File: src/rtl/radar_statistics_core_if.sv
`default_nettype none
// ============================================================================
// radar_statistics_core_if : radar inputs and measurement results bundle
// Revision 1.0 - initial release
// ============================================================================
interface radar_statistics_core_if #(
   parameter int DATA_WIDTH = 32
);
   logic                  ARP;
   logic                  ACP;
   logic                  TRIG;
   logic                  USEC;
   logic                  CALIBRATED;
   logic [DATA_WIDTH-1:0] ARP_US;
   logic [DATA_WIDTH-1:0] ACP_CNT;
   logic [DATA_WIDTH-1:0] TRIG_US;

   modport master (
      output ARP, ACP, TRIG, USEC,
      input  CALIBRATED, ARP_US, ACP_CNT, TRIG_US
   );

   modport slave (
      input  ARP, ACP, TRIG, USEC,
      output CALIBRATED, ARP_US, ACP_CNT, TRIG_US
   );
endinterface
`default_nettype wire

File: src/rtl/radar_statistics_core.sv
`default_nettype none
// ============================================================================
// radar_statistics_core : measures ARP period, ACP count per rotation and
//                         TRIG period in USEC ticks; flags CALIBRATED.
// Revision 1.0 - initial release
// ============================================================================
module radar_statistics_core #(
   parameter int DATA_WIDTH = 32
) (
   input  wire logic              SYS_CLK,
   input  wire logic              SYS_RESETN,
   radar_statistics_core_if.slave bus
);
   localparam int                    NUM_IN   = 4;
   localparam int                    IDX_ARP  = 0;
   localparam int                    IDX_ACP  = 1;
   localparam int                    IDX_TRIG = 2;
   localparam int                    IDX_USEC = 3;
   localparam logic [DATA_WIDTH-1:0] CNT_MAX  = '1;
   localparam logic [DATA_WIDTH-1:0] CNT_ONE  = {{(DATA_WIDTH-1){1'b0}}, 1'b1};

   function automatic logic [DATA_WIDTH-1:0] sat_inc(
      input logic [DATA_WIDTH-1:0] value,
      input logic                  inc
   );
      return (inc && (value != CNT_MAX)) ? (value + CNT_ONE) : value;
   endfunction

   logic [NUM_IN-1:0] raw_in;
   logic [NUM_IN-1:0] meta_q;
   logic [NUM_IN-1:0] sync_q;
   logic [NUM_IN-1:0] hist_q;
   logic [NUM_IN-1:0] ev_q;

   logic arp_ev;
   logic acp_ev;
   logic trig_ev;
   logic usec_ev;

   logic [DATA_WIDTH-1:0] arp_us_cnt_q,  arp_us_cnt_d;
   logic [DATA_WIDTH-1:0] acp_cnt_q,     acp_cnt_d;
   logic [DATA_WIDTH-1:0] trig_us_cnt_q, trig_us_cnt_d;
   logic [DATA_WIDTH-1:0] arp_us_q,      arp_us_d;
   logic [DATA_WIDTH-1:0] acp_total_q,   acp_total_d;
   logic [DATA_WIDTH-1:0] trig_us_q,     trig_us_d;
   logic                  arp_seen_q,    arp_seen_d;
   logic                  trig_seen_q,   trig_seen_d;
   logic                  arp_valid_q,   arp_valid_d;
   logic                  trig_valid_q,  trig_valid_d;
   logic                  calibrated_q,  calibrated_d;

   assign raw_in = {bus.USEC, bus.TRIG, bus.ACP, bus.ARP};

   // Two synchronizer stages, then a registered rising-edge pulse per input.
   always_ff @(posedge SYS_CLK or negedge SYS_RESETN) begin
      if (!SYS_RESETN) begin
         meta_q <= '0;
         sync_q <= '0;
         hist_q <= '0;
         ev_q   <= '0;
      end else begin
         meta_q <= raw_in;
         sync_q <= meta_q;
         hist_q <= sync_q;
         ev_q   <= sync_q & ~hist_q;
      end
   end

   assign arp_ev  = ev_q[IDX_ARP];
   assign acp_ev  = ev_q[IDX_ACP];
   assign trig_ev = ev_q[IDX_TRIG];
   assign usec_ev = ev_q[IDX_USEC];

   always_comb begin
      arp_us_cnt_d  = sat_inc(arp_us_cnt_q, usec_ev);
      acp_cnt_d     = sat_inc(acp_cnt_q, acp_ev);
      trig_us_cnt_d = sat_inc(trig_us_cnt_q, usec_ev);
      arp_us_d      = arp_us_q;
      acp_total_d   = acp_total_q;
      trig_us_d     = trig_us_q;
      arp_seen_d    = arp_seen_q;
      trig_seen_d   = trig_seen_q;
      arp_valid_d   = arp_valid_q;
      trig_valid_d  = trig_valid_q;

      // Events coinciding with the closing edge belong to the closing period.
      if (arp_ev) begin
         arp_seen_d   = 1'b1;
         arp_us_cnt_d = '0;
         acp_cnt_d    = '0;
         if (arp_seen_q) begin
            arp_us_d    = sat_inc(arp_us_cnt_q, usec_ev);
            acp_total_d = sat_inc(acp_cnt_q, acp_ev);
            arp_valid_d = 1'b1;
         end
      end

      if (trig_ev) begin
         trig_seen_d   = 1'b1;
         trig_us_cnt_d = '0;
         if (trig_seen_q) begin
            trig_us_d    = sat_inc(trig_us_cnt_q, usec_ev);
            trig_valid_d = 1'b1;
         end
      end

      calibrated_d = calibrated_q | (arp_valid_d & trig_valid_d);
   end

   always_ff @(posedge SYS_CLK or negedge SYS_RESETN) begin
      if (!SYS_RESETN) begin
         arp_us_cnt_q  <= '0;
         acp_cnt_q     <= '0;
         trig_us_cnt_q <= '0;
         arp_us_q      <= '0;
         acp_total_q   <= '0;
         trig_us_q     <= '0;
         arp_seen_q    <= 1'b0;
         trig_seen_q   <= 1'b0;
         arp_valid_q   <= 1'b0;
         trig_valid_q  <= 1'b0;
         calibrated_q  <= 1'b0;
      end else begin
         arp_us_cnt_q  <= arp_us_cnt_d;
         acp_cnt_q     <= acp_cnt_d;
         trig_us_cnt_q <= trig_us_cnt_d;
         arp_us_q      <= arp_us_d;
         acp_total_q   <= acp_total_d;
         trig_us_q     <= trig_us_d;
         arp_seen_q    <= arp_seen_d;
         trig_seen_q   <= trig_seen_d;
         arp_valid_q   <= arp_valid_d;
         trig_valid_q  <= trig_valid_d;
         calibrated_q  <= calibrated_d;
      end
   end

   assign bus.ARP_US     = arp_us_q;
   assign bus.ACP_CNT    = acp_total_q;
   assign bus.TRIG_US    = trig_us_q;
   assign bus.CALIBRATED = calibrated_q;
endmodule
`default_nettype wire

File: src/flat_wrapper.sv
// flat-port wrapper written by rule: the top's interface ports become plain ports
module radar_statistics_core_flat 
#(
   parameter int DATA_WIDTH = 32
)
  (SYS_CLK, SYS_RESETN, bus_ARP, bus_ACP, bus_TRIG, bus_USEC, bus_CALIBRATED, bus_ARP_US, bus_ACP_CNT, bus_TRIG_US);
  radar_statistics_core_if #(.DATA_WIDTH(DATA_WIDTH)) bus_i ();
  input  wire logic SYS_CLK;
  input  wire logic SYS_RESETN;
  input wire logic [$bits(bus_i.ARP)-1:0] bus_ARP;
  input wire logic [$bits(bus_i.ACP)-1:0] bus_ACP;
  input wire logic [$bits(bus_i.TRIG)-1:0] bus_TRIG;
  input wire logic [$bits(bus_i.USEC)-1:0] bus_USEC;
  output wire logic [$bits(bus_i.CALIBRATED)-1:0] bus_CALIBRATED;
  output wire logic [$bits(bus_i.ARP_US)-1:0] bus_ARP_US;
  output wire logic [$bits(bus_i.ACP_CNT)-1:0] bus_ACP_CNT;
  output wire logic [$bits(bus_i.TRIG_US)-1:0] bus_TRIG_US;
  assign bus_i.ARP = bus_ARP;
  assign bus_i.ACP = bus_ACP;
  assign bus_i.TRIG = bus_TRIG;
  assign bus_i.USEC = bus_USEC;
  assign bus_CALIBRATED = bus_i.CALIBRATED;
  assign bus_ARP_US = bus_i.ARP_US;
  assign bus_ACP_CNT = bus_i.ACP_CNT;
  assign bus_TRIG_US = bus_i.TRIG_US;
  radar_statistics_core #(.DATA_WIDTH(DATA_WIDTH)) u_core (.SYS_CLK(SYS_CLK), .SYS_RESETN(SYS_RESETN), .bus(bus_i));
endmodule
File: config.mk
export PLATFORM = sky130hd
export DESIGN_NAME = radar_statistics_core_flat
export DESIGN_NICKNAME = d
export VERILOG_FILES = /design/src/rtl/radar_statistics_core_if.sv /design/src/rtl/radar_statistics_core.sv /design/src/flat_wrapper.sv
export SDC_FILE = /design/constraint.sdc
export NUM_CORES = 1
export LEC_CHECK = 0
export BUFFER_PORTS_ARGS = -buffer_cell sky130_fd_sc_hd__buf_2
export CAP_MARGIN = 40
export CELL_PAD_IN_SITES_DETAIL_PLACEMENT = 0
export CELL_PAD_IN_SITES_GLOBAL_PLACEMENT = 1
export CORE_UTILIZATION = 46
export CTS_CLUSTER_SIZE = 40
export DETAILED_ROUTE_END_ITERATION = 8
export PLACE_DENSITY_LB_ADDON = 0.25
export SLEW_MARGIN = 20
export SYNTH_ARGS = -nofsm -noshare
export SYNTH_HDL_FRONTEND = slang
export SYNTH_SLANG_ARGS = --single-unit
File: constraint.sdc
create_clock -name SYS_CLK -period 2.8 [get_ports SYS_CLK]
set_clock_uncertainty 0.15 [all_clocks]
set_input_delay 0.42 -clock SYS_CLK [delete_from_list [all_inputs] [get_ports SYS_CLK]]
set_output_delay 0.42 -clock SYS_CLK [all_outputs]
set_load 0.01 [all_outputs]
==> out/results.ini, run 1 <==
[sta]
hold_slack_ns=0.1979
rsz0062_at_grt=no
setup_violations=0
final_hold_viol_count=0
min_period_ns=2.596
tns_ns=0
tightest_slew_ns=0.5890
fin_crit_sh_pct=92.71
finalMaxSlewViolations=0
max_slew_margin_pct=60.40
fmax_mhz=385.2

[drt]
first_pass_iters=5
vias=7578
drc_errors=0
via_per_inst=5.580
wl_um=22240
drtAntennaViolNets=0
drt-initial-drc-count=400
avgRoutedWirePerCell_um=16.37

[synth]
yosys_warnings=0
synthesis.nets=968
synth.area.top_cells=dfrtp_1 (56%), a31oi_1 (4.4%), nor2_1 (4.3%), o21ai_0 (4.2%), or3_1 (3.8%)
synth_area_per_cell_um2=9.844
synth-async-reset-ratio_pct=100.0
yosysSeqAreaShare_pct=56.46
synth_edf_count=0
synth-main-ff-cell=dfrtp_1
synth_seq_cells=213
synth_cell_types=50
synth.cell_area_um2=9440
synth_top_area_share_pct=56.46
yosysTopAreaCell=dfrtp_1
postSynthCellCount=959

[critical_path]
endpoint_kind=register
cp_slowest_cell=or4_4
critical_path_class=reg -> reg
cp.required_ns=3.08
cp_data_arrival_time_ns=2.88
max_stage_delay_ns=0.67
critPathBufInv=0
worstSetupStartpointType=register
cp_top_family=simple AND/OR/NAND/NOR gates
crit_fanout=15
crit_chain=nand3_4 > or4_4 > or3_1 > or4_1 > a31oi_1

[die]
start_util_pct=46.81
fp.coreArea_um2=20170
rows=52
die_area_um2=21100
io_pins=103
die_h_um=145.3
die_x_um=145.3

[cells_and_area]
finish.utilization_pct=56.11
area_growth_pct=19.88
drive_above_1_share_pct=17.65
antenna_cells=0
fin_nets=1080
fillCellCount=1826

[run_status]
status=completed

[worst_hold_path]
hold_class=reg -> reg

[clock_tree]
insertion_delay_ns=0.52
cts_made_buffers=24
cts_resized=0
cts_setup_buffers=0
htree_levels=1
clkTransAtPathRegs_ns=0.06
cts_root_buffer=clkbuf_16
cts_tree=done
cts_buffer_depth=3
cts_sinks=213

[placed_design]
gp_congestion=0.8226
port_buffers=102
dpl.hpwl_um=15370

[global_routing]
grt_first_pass_wirelength_um=37920
grt_antenna_before_repair=0
grt.total_usage_pct=21.84
overflow=0
grt_pass1_vias=7390
grt_max_degree=61

[job]
max-cap-violations=0

[power]
leakage_uw=0.004854
powerDensity_nw_per_um2=661.4
ir_worst_vdd_v=0.0004060

-- cell families (layout without fill, tap and decap cells) --
group	count (synthesis)	in the layout	synth area share (%)
AO/OA/AOI/OAI	256	256	15.60
XOR/XNOR	18	18	1.670
adder cells (fa/ha/maj)	3	3	0.3977
buffers and inverters	57	186	2.439
flip-flops	213	213	56.46
multiplexers	7	7	0.7555
AND/OR/NAND/NOR	405	405	22.68
-- registers in the layout, indices dropped and copies added (netlist names) --
name / cells
u_core.trig_us_cnt_q: 32
u_core.bus.CALIBRATED: 1
u_core.sync_q: 4
u_core.meta_q: 4
u_core.arp_us_cnt_q: 32
u_core.arp_seen_q: 1
u_core.hist_q: 4
u_core.acp_cnt_q: 32
u_core.bus.ACP_CNT: 32
u_core.bus.TRIG_US: 32
u_core.trig_valid_q: 1
u_core.ev_q: 4
u_core.trig_seen_q: 1
u_core.arp_valid_q: 1
u_core.bus.ARP_US: 32
-- layer usage --
layer	vias to the layer above	share of wire [%]	GRT usage [%]
met1	3592	48	31.39
li1	3786	-	-
met5	-	0	0
met3	42	3.8	3.050
met2	158	46	34.47
met4	0	2.4	6.421
-- cells in the mapped netlist, types with 7 or more instances --
| cell type | number |
|---|---|
| or4_1 | 15 |
| and2_1 | 10 |
| nand4_1 | 34 |
| a31oi_1 | 66 |
| xor2_1 | 14 |
| o21ai_0 | 80 |
| and3_1 | 18 |
| and4_1 | 17 |
| or3_1 | 57 |
| nand2_1 | 71 |
| o31ai_1 | 16 |
| nor2_1 | 108 |
| a21oi_1 | 71 |
| clkbuf_1 | 48 |
| nor3_1 | 14 |
| or2_2 | 7 |
| dfrtp_1 | 213 |
| nand3_1 | 30 |
-- repair_timing --
action / CTS / global route
hold buffers: 5 / 0
setup endpoints to repair: 0 / 0
endpoints found under the hold margin: 59 / 0
-- layout make-up --
cell class | count | area (µm²) | share of cell area (%)
tap | 270 | 337.8 | 2.985
inverter | 4 | 15.01 | 0.1327
sequential | 213 | 5331 | 47.11
clock inverter | 11 | 207.7 | 1.835
clock buffer | 32 | 671.9 | 5.937
timing repair buffer | 139 | 860.8 | 7.606
multi-input combinational | 689 | 3892 | 34.39
-- worst reg2reg max path: cells and delay by family (launching register included) --
family | cells | cell delay [ns]
flip-flops | 1 | 0.43
AO/OA/AOI/OAI | 1 | 0.20
AND/OR/NAND/NOR | 4 | 1.72
-- worst paths after layout --
path                                          start                        to  slack [ns]  cells past startpoint
min in group asynchronous                SYS_RESETN  u_core.trig_us_cnt_q[10]        0.29                      2
worst max register to register  u_core.acp_cnt_q[8]    u_core.bus.ACP_CNT[27]        0.20                      5
worst min-delay path               u_core.meta_q[0]          u_core.sync_q[0]        0.20                      0
worst max-delay path            u_core.acp_cnt_q[8]    u_core.bus.ACP_CNT[27]        0.20                      5
max in group asynchronous                SYS_RESETN    u_core.bus.TRIG_US[22]        1.58                      3
worst min register to register     u_core.meta_q[0]          u_core.sync_q[0]        0.20                      0
-- where the power goes --
part           total [µW]  internal (µW)  switching, µW
Clock                3470           2230           1240
Sequential           3390           3270            126
Combinational         627            245            382
-- per-stage QoR --
| step | total power (µW) | std cells | setup WS (ns) | instance area, µm² |
|---|---|---|---|---|
| 5_1_grt | 7774 | 1358 | 0.02807 | 11320 |
| 2_1_floorplan | 3747 | 959 | 0.2265 | 9440 |
| 3_5_place_dp | 4080 | 1310 | 0.2392 | 10390 |
| 4_1_cts | 7583 | 1358 | 0.1859 | 11320 |
| 3_3_place_gp | 4068 | 1310 | 0.2981 | 10390 |
| 6_report | 7486 | 1358 | 0.2040 | 11320 |
-- cells in the final DEF, fill, tap and decap left out, types with 3 or more instances in the layout --
master / n
nor2b_1: 6
buf_12: 4
mux2i_1: 6
clkinv_2: 4
o31ai_1: 15
nand3_1: 30
buf_2: 101
o211ai_1: 4
and4_1: 17
and3_1: 18
and2_1: 9
o2111ai_1: 3
ha_1: 3
dlygate4sd3_1: 5
nand2_1: 71
buf_4: 28
or3_1: 57
clkbuf_16: 25
nand4_1: 34
nor2_1: 108
a31oi_1: 66
xor2_1: 14
or2_2: 7
clkbuf_1: 5
xnor2_1: 4
bufinv_16: 6
or4b_2: 3
nor3_1: 14
or4_1: 15
a21oi_1: 71
inv_1: 4
o41ai_1: 3
o21ai_0: 80
dfrtp_1: 212
No activity file was read; power rests on OpenSTA's default activity.
==> run 2, diff against run 1 <==
--- a/config.mk
+++ b/config.mk
@@ -13,6 +13,7 @@
 export CTS_CLUSTER_SIZE = 40
 export DETAILED_ROUTE_END_ITERATION = 8
 export PLACE_DENSITY_LB_ADDON = 0.25
+export REMOVE_ABC_BUFFERS = 1
 export SLEW_MARGIN = 20
 export SYNTH_ARGS = -nofsm -noshare
 export SYNTH_HDL_FRONTEND = slang
==> run 2 against run 1 <==
Combinational power barely moved; register-to-register slack barely moved; fmax rose by 0.49%; clock power fell by 5%; non-clock buffer count fell by 4; power fell by 2.2%; flip-flop and latch count did not move; critical endpoint unchanged; cell count fell by 0.22%; sequential share of layout area rose by 0.26 points; die area did not move; largest cell class unchanged.
==> out/results.ini, run 2 (synthesis results as in run 1) <==
[critical_path]
crit_chain=nand3_4 > or4_4 > or3_1 > or4_1 > a31oi_1
worstSetupStartpointType=register
critical_path_class=reg -> reg
cp_slowest_cell=or4_4
cp_data_arrival_time_ns=2.85  ; -0.03 ns
critPathBufInv=0  ; unchanged
endpoint_kind=register
cp.required_ns=3.06  ; -0.02 ns
cp_top_family=simple AND/OR/NAND/NOR gates
crit_fanout=15  ; unchanged
max_stage_delay_ns=0.66  ; about the same

[power]
switchingPower_uw=1748  ; +0.24%
ir_worst_vdd_v=0.0004649  ; +15%
clkPwrFrac_pct=45.2  ; -1.1 points
combPwrFrac_pct=8.6  ; +0.2 points
leakage_uw=0.004820  ; -0.69%
switching_share_pct=23.88  ; +0.58 points
internal_power_uw=5573  ; -2.9%
seqPwrFrac_pct=46.2  ; +0.9 points
powerDensity_nw_per_um2=650.5  ; -1.7%
p_total_uw=7321  ; -2.2%

[clock_tree]
insertion_delay_ns=0.50  ; -0.02 ns
htree_levels=1  ; unchanged
cts_root_buffer=clkbuf_16
cts_sinks=213  ; unchanged
cts_buffer_depth=3  ; unchanged
cts_setup_buffers=0  ; unchanged
clkTransAtPathRegs_ns=0.06  ; about the same
cts_tree=done
cts_made_buffers=24  ; unchanged

[worst_hold_path]
hold_class=reg -> reg

[sta]
tightest_slew_ns=0.7674  ; +0.1783 ns
min_period_ns=2.583  ; -0.01255 ns
max_slew_margin_pct=48.84  ; -12 points
final_hold_viol_count=0  ; unchanged
fin_crit_sh_pct=92.27  ; -0.45 points
setup_violations=0  ; unchanged
rsz0062_at_grt=no
finalMaxSlewViolations=0  ; unchanged
fmax_mhz=387.1  ; +0.49%

[drt]
drt-initial-drc-count=344  ; -14%
drc_errors=0  ; unchanged
drtAntennaViolNets=0  ; unchanged
vias=7622  ; +0.58%
wl_um=22320  ; +0.37%
avgRoutedWirePerCell_um=16.47  ; +0.59%
first_pass_iters=5  ; unchanged
via_per_inst=5.625  ; +0.80%

[placed_design]
dpl.hpwl_um=15260  ; -0.73%
gp_congestion=0.8594  ; +4.5%
port_buffers=102  ; unchanged

[cells_and_area]
drive_above_1_share_pct=17.51  ; -0.14 points
final_common_cell=dfrtp_1
antenna_cells=0  ; unchanged
finish.utilization_pct=55.80  ; -0.31 points
fin_nets=1076  ; -0.37%
final_cell_mix=dfrtp_1 (212), nor2_1 (108), buf_2 (101), o21ai_0 (80)
area_growth_pct=19.22
fillCellCount=1876  ; +2.7%

[global_routing]
grt_max_degree=68  ; +11%
grt_pass1_vias=7355  ; -0.47%
overflow=0  ; unchanged
grt_antenna_before_repair=0  ; unchanged
grt.total_usage_pct=21.46  ; -0.38 points
grt_first_pass_wirelength_um=37340  ; -1.5%

[die]
fp.coreArea_um2=20170  ; unchanged
start_util_pct=46.81  ; unchanged
die_h_um=145.3  ; unchanged
die_area_um2=21100  ; unchanged
die_x_um=145.3  ; unchanged
rows=52  ; unchanged
io_pins=103  ; unchanged

[run_status]
status=completed

[job]
max-cap-violations=0  ; unchanged

run 2: stage by stage:
stage | hold slack, ns | TNS, ns | cells | instance area (µm²) | setup slack [ns]
3_3_place_gp | 0.1837 | 0 | 1306 | 10350 | 0.2461
6_report | 0.1969 | 0 | 1355 | 11250 | 0.2166
5_1_grt | 0.2014 | 0 | 1355 | 11250 | 0.06143
3_5_place_dp | 0.1871 | 0 | 1306 | 10350 | 0.1679
4_1_cts | 0.1998 | 0 | 1355 | 11250 | 0.1446
2_1_floorplan | -0.02559 | -34.92 | 906 | 9225 | -0.7358
run 2: final cells by class:
type | count | area [µm²] | area share (%)
well taps | 270 | 337.8 | 3.002
repair buffers | 135 | 830.8 | 7.382
clock inverters | 9 | 125.1 | 1.112
multi-input cells | 689 | 3891 | 34.57
inverters | 4 | 15.01 | 0.1334
clock buffers | 35 | 723.2 | 6.426
flip-flops and latches | 213 | 5331 | 47.37
run 2: per-layer routing:
| layer | wire, µm | up-vias | GRT usage (%) |
|---|---|---|---|
| met5 | 0 | - | 0 |
| met2 | 10560 | 150 | 35.48 |
| met4 | 153 | 0 | 3.947 |
| met1 | 10620 | 3687 | 29.86 |
| li1 | - | 3773 | - |
| met3 | 989 | 12 | 3.774 |
run 2: worst register-to-register path, delay by kind of cell (launching register included):
family          cells  cell delay [ns]
flops               1             0.43
simple gates        4             1.72
compound gates      1             0.20
run 2: power groups by stage:
stage               sequential (µW)  combinational [µW]  clock, µW
finish                         3380                 630       3310
global route                   3410                 713       3510
CTS                            3390                 645       3390
detailed placement             3440                 638          0
global placement               3430                 633          0
floorplan                      3510                 223          0
run 2: timing repair:
item,CTS,global route
resized for setup,0,1
hold endpoints to repair,59,0
setup endpoints to repair,0,3
hold buffers,5,0
run 2: worst paths after layout:
kind                                      from                       end  slack [ns]  cells past startpoint
max                        u_core.acp_cnt_q[8]    u_core.bus.ACP_CNT[27]        0.22                      5
min                           u_core.meta_q[1]          u_core.sync_q[1]        0.20                      0
max reg2reg                u_core.acp_cnt_q[8]    u_core.bus.ACP_CNT[27]        0.22                      5
min reg2reg                   u_core.meta_q[1]          u_core.sync_q[1]        0.20                      0
max in group asynchronous           SYS_RESETN  u_core.trig_us_cnt_q[30]        1.48                      3
min in group asynchronous           SYS_RESETN     u_core.bus.TRIG_US[6]        0.30                      2
